**config.mk**
```make
export PLATFORM = sky130hd
export DESIGN_NAME = ogfx_vram_arbiter
export DESIGN_NICKNAME = d
export VERILOG_FILES = /design/src/rtl/ogfx_vram_arbiter.sv
export SDC_FILE = /design/constraint.sdc
export NUM_CORES = 1
export LEC_CHECK = 0
export BUFFER_PORTS_ARGS = -buffer_cell sky130_fd_sc_hd__buf_2
export CAP_MARGIN = 40
export CORE_MARGIN = 5
export CORE_UTILIZATION = 37
export CTS_CLUSTER_SIZE = 40
export DETAILED_ROUTE_END_ITERATION = 8
export GPL_TIMING_DRIVEN = 0
export PLACE_DENSITY_LB_ADDON = 0.2
export SLEW_MARGIN = 20
export SYNTH_ARGS = -nofsm -noshare
export SYNTH_HDL_FRONTEND = slang
export SYNTH_SLANG_ARGS = --single-unit
export TNS_END_PERCENT = 1
```
**constraint.sdc**
```tcl
create_clock -name mclk -period 1.95 [get_ports mclk]
set_input_delay 0.39 -clock mclk [delete_from_list [all_inputs] [get_ports mclk]]
set_output_delay 0.39 -clock mclk [all_outputs]
set_load 0.03 [all_outputs]
```
**src/rtl/ogfx_vram_arbiter.sv**
```systemverilog
// Video-RAM arbiter: refresh backend (priority) vs graphic frontend, with burst-limited starvation guard.
// Optional macro OGFX_VRAM_ARB_STATS_EN adds a frontend stall counter (gfx_stall_cnt_o, stats_clr_i).
module ogfx_vram_arbiter #(
  parameter int unsigned AW            = 17,
  parameter int unsigned MAX_REF_BURST = 4
) (
  input  logic          mclk,
  input  logic          puc_rst_n,
  input  logic [AW-1:0] ref_addr_i,
  input  logic          ref_cen_i,
  output logic          ref_dout_rdy_nxt_o,
  input  logic [AW-1:0] gfx_addr_i,
  input  logic          gfx_cen_i,
  input  logic [1:0]    gfx_wen_i,
  input  logic [15:0]   gfx_din_i,
  output logic          gfx_dout_rdy_nxt_o,
`ifdef OGFX_VRAM_ARB_STATS_EN
  input  logic          stats_clr_i,
  output logic [15:0]   gfx_stall_cnt_o,
`endif
  output logic [AW-1:0] vid_ram_addr_o,
  output logic          vid_ram_cen_o,
  output logic [1:0]    vid_ram_wen_o,
  output logic [15:0]   vid_ram_din_o,
  input  logic [15:0]   vid_ram_dout_i,
  output logic [15:0]   ref_dout_o,
  output logic [15:0]   gfx_dout_o
);

  typedef enum logic [1:0] {OWN_NONE, OWN_REF, OWN_GFX} owner_e;

  localparam logic [3:0] MAX_BURST = 4'(MAX_REF_BURST);

  owner_e      owner_q, owner_d;
  logic        gfx_rd_q, gfx_rd_d;
  logic [3:0]  burst_cnt_q, burst_cnt_d;
  logic [15:0] gfx_dout_q;
  logic        ref_req, gfx_req, gnt_ref, gnt_gfx, gfx_ret;

  always_comb begin
    ref_req = ~ref_cen_i;
    gfx_req = ~gfx_cen_i;
    // Reset masks both grants so the RAM is idle while puc_rst_n is low.
    gnt_gfx = puc_rst_n & gfx_req & (~ref_req | (burst_cnt_q == MAX_BURST));
    gnt_ref = puc_rst_n & ref_req & ~gnt_gfx;

    vid_ram_cen_o  = 1'b1;
    vid_ram_wen_o  = 2'b11;
    vid_ram_addr_o = '0;
    vid_ram_din_o  = '0;
    if (gnt_ref) begin
      vid_ram_cen_o  = 1'b0;
      vid_ram_addr_o = ref_addr_i;
    end else if (gnt_gfx) begin
      vid_ram_cen_o  = 1'b0;
      vid_ram_addr_o = gfx_addr_i;
      vid_ram_wen_o  = gfx_wen_i;
      vid_ram_din_o  = gfx_din_i;
    end
    ref_dout_rdy_nxt_o = gnt_ref;
    gfx_dout_rdy_nxt_o = gnt_gfx;

    owner_d  = gnt_ref ? OWN_REF : (gnt_gfx ? OWN_GFX : OWN_NONE);
    gfx_rd_d = gnt_gfx & (gfx_wen_i == 2'b11);

    burst_cnt_d = burst_cnt_q;
    if (!gfx_req || gnt_gfx)
      burst_cnt_d = '0;
    else if (gnt_ref && (burst_cnt_q < MAX_BURST))
      burst_cnt_d = burst_cnt_q + 4'd1;

    // Frontend sees RAM data directly in the return cycle, then the held copy.
    gfx_ret    = puc_rst_n & (owner_q == OWN_GFX) & gfx_rd_q;
    gfx_dout_o = '0;
    if (gfx_ret)
      gfx_dout_o = vid_ram_dout_i;
    else if (puc_rst_n)
      gfx_dout_o = gfx_dout_q;
    ref_dout_o = vid_ram_dout_i;
  end

  always_ff @(posedge mclk) begin
    if (!puc_rst_n) begin
      owner_q     <= OWN_NONE;
      gfx_rd_q    <= 1'b0;
      burst_cnt_q <= '0;
      gfx_dout_q  <= '0;
    end else begin
      owner_q     <= owner_d;
      gfx_rd_q    <= gfx_rd_d;
      burst_cnt_q <= burst_cnt_d;
      if (gfx_ret)
        gfx_dout_q <= vid_ram_dout_i;
    end
  end

`ifdef OGFX_VRAM_ARB_STATS_EN
  logic [15:0] stall_cnt_q, stall_cnt_d;

  always_comb begin
    stall_cnt_d = stall_cnt_q;
    if (stats_clr_i)
      stall_cnt_d = '0;
    else if (gfx_req && !gnt_gfx && (stall_cnt_q != '1))
      stall_cnt_d = stall_cnt_q + 16'd1;
  end

  always_ff @(posedge mclk) begin
    if (!puc_rst_n) stall_cnt_q <= '0;
    else            stall_cnt_q <= stall_cnt_d;
  end

  assign gfx_stall_cnt_o = stall_cnt_q;
`endif

endmodule

```
Yosys cells after proc, flatten, opt, wreduce, memory -nomap -nowiden
Cells that the tools add are included.

Bits in registers: 23. Bits of input ports: 72. Logic and storage cells: 38.

$add $sub $neg: 1. $lt $le $gt $ge: 1. Eq/ne operators: 3. Mux-type cells: 12. Bitwise gates (word level): 12. Reductions and logical operators: 4.

Operators by type and width (count): $mux W16 (4); $mux W17 (2); $and A1 B1 Y1 (7); $mux W2 (3); $add A4 B1 Y4 const B (1); $eq A2 B2 Y1 const B (2); $eq A4 B3 Y1 const B (1); $lt A4 B3 Y1 const B (1); $not A1 Y1 (4); $reduce_or A2 Y1 (2); $mux W1 (3); $logic_and A1 B1 Y1 (1); $logic_or A1 B1 Y1 (1); $or A1 B1 Y1 (1).

Depth between registers and ports, before layout
Gate-level depths: netlist of run 1.

Depth in word-level cells: 6. Gate-level depth with buffers: 7. Gate-level depth less buffers: 5.

Worst setup path before layout of run 1
No wires, ideal clock.

Path kind: input to output. Start point: input puc_rst_n. End point: output gfx_dout_o[10]. Data arrival time: 1.742 ns. Data required time: 1.560 ns. Setup slack: -0.182 ns. Cell stages on the path: 5. Buffers on the path: 2. Cells stage by stage: buf_2 -> nand4b_1 -> buf_2 -> nand2_1 -> a21boi_0.

Longest elaborated chain between the ends: 3. Elaborated cells between the ends (all ways): 4. Those cells by class: 2 x mux; 2 x bitwise.

RTL lines: start: declaration (RTL line 8) `input logic puc_rst_n,`; $and A1 B1 Y1 (2 in series) (RTL line 73) `gfx_ret = puc_rst_n & (owner_q == OWN_GFX) & gfx_rd_q;`; $mux W16 * (RTL line 75) `if (gfx_ret)`; end: declaration (RTL line 27) `output logic [15:0] gfx_dout_o`.

Every way passes the cells marked *; elsewhere a longest branch is shown, timed or not.

Final worst setup path of run 1
Start point: register burst_cnt_q[1]. End point: output vid_ram_addr_o[1].

Longest elaborated chain between the ends: 6. Elaborated cells between the ends (all ways): 7. Those cells by class: 1 x eq/ne; 2 x mux; 4 x bitwise.

RTL lines: start: declaration (RTL line 36) `logic [3:0] burst_cnt_q, burst_cnt_d;`; start signal: assignment (RTL line 91) `burst_cnt_q <= burst_cnt_d;`; $eq A4 B3 Y1 * (RTL line 44) `gnt_gfx = puc_rst_n & gfx_req & (~ref_req | (burst_cnt_q == MAX_BURST));`; $or A1 B1 Y1 * (RTL line 44); $and A1 B1 Y1 * (RTL line 44); $not A1 Y1 (RTL line 45) `gnt_ref = puc_rst_n & ref_req & ~gnt_gfx;`; $and A1 B1 Y1 (RTL line 45); $mux W17 * (RTL line 51) `if (gnt_ref) begin`; end: declaration (RTL line 21) `output logic [AW-1:0] vid_ram_addr_o,`.

Marked as above.

==> impl_metrics.toml, run 1 <==
[placed_design]
post-place-ws_ps = -201
gp_congestion = 0.902
dp_hpwl_mm = 3.97
portBuffers = 141
dp.cells = 368

[timing]
finalHoldViolCount = 0
rsz0062_at_grt = "yes"
skew_ps = 1.12
min_period_ps = 2090
period_share_pct = 107
hold_slack_ps = 374
fmax_mhz = 478
max_slew_margin_pct = 76.9
finalSetupViolations = 35
finalWorstSetupSlack_ps = -143
slew_violations = 0
worst_pin_slew_ps = 346

[grt]
grt_use_met3_pct = 5.00
grt_remaining_overflow = 0
grt.busiest_layer = "met2"
globalRouteTotalUtil_pct = 19.4
antenna_found_initial = 0
grt_pass1_vias = 1793
grt_max_degree = 14
grt_use_met2_pct = 35.7
grt_pass1_wl_mm = 8.38
grt_use_met1_pct = 22.6

[outcome]
violations = "negative setup slack"
status = "finished, violations left"

[worst_setup_path]
r2r_start = "burst_cnt_q[1]"
cp_max_fo = 8
cp.required_ps = 1560
cp-startpoint = "burst_cnt_q[1]"
regToRegSetupSlack_ps = 610
path_class = "flip-flop to output port"
reg2reg_depth = 8
worstPathArrival_ps = 1700
endpoint = "vid_ram_addr_o[1]"
rr_endpoint = "gfx_rd_q"
critPathCaptureType = "output port"
start_kind = "flip-flop"

[final_layout]
fin_cells = 386
area_delta_synth_final_pct = 86.9
finalNetCount = 411
final_cell_mix = "97 x buf_2, 44 x buf_6, 35 x nand2_1, 33 x buf_4, 22 x a21boi_0"
drive_gt1_share_pct = 62.5
ff_latch_area_um2 = 463
fill_cells = 323
final_common_cell = "buf_2"
antenna_cells = 0
fin_util_pct = 70.9
multi_input_area_um2 = 908

[logic_synthesis]
synth.distinct_cells = 29
synth_edf_count = 0
ys.flop_type = "dfxtp_1"
ys_seq_area_share_pct = 30.3
avgSynthCellArea_um2 = 8.57
syn_nets = 251
syn-instance-count = 177
async_reset_ff_share_pct = 0
ys_warn_count = 0
synth_area_mm2 = 0.00152
ys_ff_latch = 23

[detailed_routing]
route.antenna.remaining_nets = 0
vias = 1790
totalWireLength_mm = 5.32
drt_iter0_drc = 46
detailedRoute.firstPassIterationCount = 4
vias_per_cell = 4.64
drc_errors = 0
post_drt_wl_per_cell_um = 13.8

[clock_network]
cts.sinks = 23
cts-buffers-inserted = 3
clk_root_buffer_cell = "clkbuf_8"
clkLatencyLatePin_ps = 260
htreeDepth = 1
cts.clk_slew.worst_paths_ps = 80
cts_tree = "built"
holdBufCountCts = 0
cts_buffer_depth = 2

[die]
die_w_um = 74.0
floorplan.die.height_um = 74.0
core_mm2 = 0.00400
initial_utilization_pct = 37.9
ioPinCount = 142
dieArea_mm2 = 0.00548
fp-row-count = 23

[power_and_ir_drop]
powerDensity_mw_per_mm2 = 423
p_leak_uw = 0.00141
vdd_ir_drop_max_mv = 0.377

[run]
maxCapViolCount = 0

[worst_hold_path]
hold_class = "primary input to flip-flop"
==> cell families after synthesis <==
logic type               synth area share [%]
AND/OR/NAND/NOR                          23.0
AO/OA/AOI/OAI                            29.1
buffers and inverters                    14.7
flip-flops                               30.3
adder cells (fa/ha/maj)                  1.65
XOR/XNOR                                0.577
multiplexers                            0.660
==> how the worst min path moves through the flow <==
stage | startpoint | cells after the start | slack, ps | to
6_report | ref_cen_i | 2 | 370 | burst_cnt_q[3]
5_1_grt | gfx_cen_i | 2 | 390 | owner_q[0]
4_1_cts | gfx_wen_i[0] | 2 | 360 | gfx_rd_q
3_5_place_dp | gfx_dout_q[12] | 2 | 460 | gfx_dout_q[12]
3_3_place_gp | gfx_dout_q[6] | 2 | 450 | gfx_dout_q[6]
2_1_floorplan | gfx_dout_q[7] | 2 | 450 | gfx_dout_q[7]
==> Yosys cell counts, types with 3 or more instances <==
library cell | count | share of area, %
nand2_1 | 35 | 8.7
a21boi_0 | 32 | 16
dfxtp_1 | 23 | 30
buf_4 | 17 | 8.4
and2_1 | 16 | 6.6
a22o_1 | 9 | 5.2
a22o_2 | 8 | 5.3
inv_1 | 4 | 0.99
nor3_1 | 4 | 1.3
buf_2 | 3 | 0.99
buf_6 | 3 | 2.2
clkbuf_1 | 3 | 0.74
==> routing by layer <==
metal  vias to the layer above  share of wire, %  routed length (um)
met5                         -                 0                   0
met4                         0               1.4                  77
met3                         9               7.6                 407
met2                        63                52                2760
met1                       804                39                2080
li1                        914                 -                   -
==> metrics by stage <==
stage	total power [uW]	setup TNS, ps	area (um^2)
4_1_cts	1200	-3920	2760
3_5_place_dp	835	-4580	2290
5_1_grt	1250	-6300	2840
3_3_place_gp	833	-3700	2290
2_1_floorplan	700	-1630	1520
6_report	1200	-3560	2840
==> registers in the layout, summed over array words and instances (netlist names) <==
signal	flops
burst_cnt_q	4
gfx_dout_q	16
gfx_rd_q	1
owner_q	2
==> worst max-delay path, cell delays in order (launching register included) <==
cell      delay (ps)
dfxtp_2          340
inv_2             40
ha_4             150
nand3b_4          70
buf_6            110
a21oi_4           50
buf_12           140
buf_4            140
a22o_2           250
buf_6            140
==> repair_timing <==
action,4_1_cts,5_1_grt
resized for setup,97,30
buffers inserted,10,0
endpoints found under the setup margin,47,48
gates cloned,4,0
pin swaps,8,7
==> area by class of cell <==
cell class,count,area share [%]
multi-input combinational,122,32.0
buffer,28,8.29
timing repair buffer,155,39.0
inverter,4,0.529
sequential,23,16.3
tap,50,2.21
clock inverter,1,0.176
clock buffer,3,1.46
==> power breakdown <==
part / total, uW / switching (uW) / internal [uW]
combinational: 435 / 217 / 218
sequential: 473 / 1.16 / 472
clock: 291 / 149 / 143
Power figures use the tool's default switching activity.
==> run 2: changes to the inputs <==
- CORE_MARGIN: 5 -> 1
- CORE_UTILIZATION: 37 -> 30
- SETUP_SLACK_MARGIN: unset -> 0.02
==> impl_metrics.toml, run 2 (synthesis gave the netlist of run 1 again) <==
[timing]
worst_pin_slew_ps = 411
skew_ps = 2.33
finalHoldViolCount = 0
period_share_pct = 108
max_slew_margin_pct = 72.6
finalSetupViolations = 35
slew_violations = 0
min_period_ps = 2110
fmax_mhz = 474
fin_tns_setup_ps = -3490
rsz0062_at_grt = "yes"
finalWorstSetupSlack_ps = -159

[worst_setup_path]
worstPathArrival_ps = 1720
critPathCaptureType = "output port"
cp_common_cell = "buf_6"
cp_max_fo = 5
cp.required_ps = 1560
critical_path.max_stage_delay_ps = 330
critPathSlowestCell = "dfxtp_2"
start_kind = "flip-flop"
path_class = "flip-flop to output port"
path_cells = "inv_2 > ha_4 > nand3b_4 > o21a_1 > buf_6 > buf_8 > a22o_1 > buf_6"

[final_layout]
multi_input_area_um2 = 903
area_delta_synth_final_pct = 85.2
antenna_cells = 0
largest_reg_flops = 16
fill_cells = 444
ff_latch_area_um2 = 464
final_common_cell = "buf_2"
final_cell_mix = "95 x buf_2, 42 x buf_6, 35 x buf_4, 29 x nand2_1, 21 x a21boi_0"
fin_util_pct = 58.7
largest_registers = "gfx_dout_q x16, burst_cnt_q x4, owner_q x2"
finalNetCount = 407
regMostFlops = "gfx_dout_q"
drive_gt1_share_pct = 65.4
fin_cells = 399

[detailed_routing]
drt_iter0_drc = 38
post_drt_wl_per_cell_um = 11.8
vias = 1770
totalWireLength_mm = 4.70
route.antenna.remaining_nets = 0
drc_errors = 0
detailedRoute.firstPassIterationCount = 4
vias_per_cell = 4.44

[power_and_ir_drop]
powerDensity_mw_per_mm2 = 422
power_uw = 1190
p_leak_uw = 0.00138
vdd_ir_drop_max_mv = 0.255

[placed_design]
gp_congestion = 0.778
dp_hpwl_mm = 3.58
dp.cells = 385
post-place-ws_ps = -170
portBuffers = 141

[grt]
grt_remaining_overflow = 0
grt_pass1_vias = 1653
grt_pass1_wl_mm = 7.07
globalRouteTotalUtil_pct = 16.9
grt_max_degree = 14
antenna_found_initial = 0

[clock_network]
cts.sinks = 23
clkLatencyLatePin_ps = 260
clk_root_buffer_cell = "clkbuf_8"
cts_tree = "built"
cts.clk_slew.worst_paths_ps = 80
cts_buffer_depth = 2
htreeDepth = 1
cts-buffers-inserted = 3

[die]
dieArea_mm2 = 0.00535
die_w_um = 73.1
fp-row-count = 25
ioPinCount = 142
initial_utilization_pct = 31.7
floorplan.die.height_um = 73.1
core_mm2 = 0.00479

[run]
maxCapViolCount = 0

[outcome]
status = "finished, violations left"
violations = "negative setup slack"

[worst_hold_path]
hold_class = "primary input to flip-flop"
## run 2: changes by cell type in the layout (fill, tap and decap cells not counted), sizes merged
cell  delta
buf      -4
## run 2: layer usage
layer	global-route usage, %	wire (um)
met1	18.4	1760
met4	5.23	59
met3	2.07	291
met5	0	0
met2	33.4	2590
## run 2: cell type report
| type | instances | area share, % |
|---|---|---|
| inverters | 4 | 0.534 |
| flip-flops and latches | 23 | 16.5 |
| clock buffers | 3 | 1.47 |
| repair buffers | 151 | 37.8 |
| multi-input cells | 122 | 32.1 |
| clock inverters | 1 | 0.178 |
| plain buffers | 28 | 8.37 |
| well taps | 67 | 2.98 |
## run 2: path summary, 6_finish.rpt
kind / cells past startpoint / slack (ps) / end / startpoint
min: 2 / 390 / burst_cnt_q[3] / ref_cen_i
max reg2reg: 7 / 620 / gfx_rd_q / burst_cnt_q[1]
max: 8 / -160 / vid_ram_addr_o[11] / burst_cnt_q[1]
min reg2reg: 2 / 470 / gfx_dout_q[7] / gfx_dout_q[7]
## run 2: where the power goes
group	switching, uW	total, uW	internal [uW]
logic	211	421	210
registers	1.34	474	472
clock network	150	292	142
## run 2: through the flow
stage          hold WS [ps]  area [um^2]
2_1_floorplan           445         1520
3_5_place_dp            464         2310
4_1_cts                 384         2750
3_3_place_gp            456         2310
5_1_grt                 388         2810
6_report                389         2810
## run 2: timing repair
action,CTS,global route
cloned,2,0
setup buffers,8,0
hold buffers,0,0
pin swaps,12,15
setup endpoints to repair,47,50
gates resized for setup,105,24
## run 2: critical path: cells and delay by family, from the launching register on
| family | cells | cell delay, ps |
|---|---|---|
| buffers and inverters | 4 | 460 |
| AO/OA/AOI/OAI | 2 | 450 |
| flip-flops | 1 | 330 |
| adder cells (fa/ha/maj) | 1 | 130 |
| AND/OR/NAND/NOR | 1 | 90 |
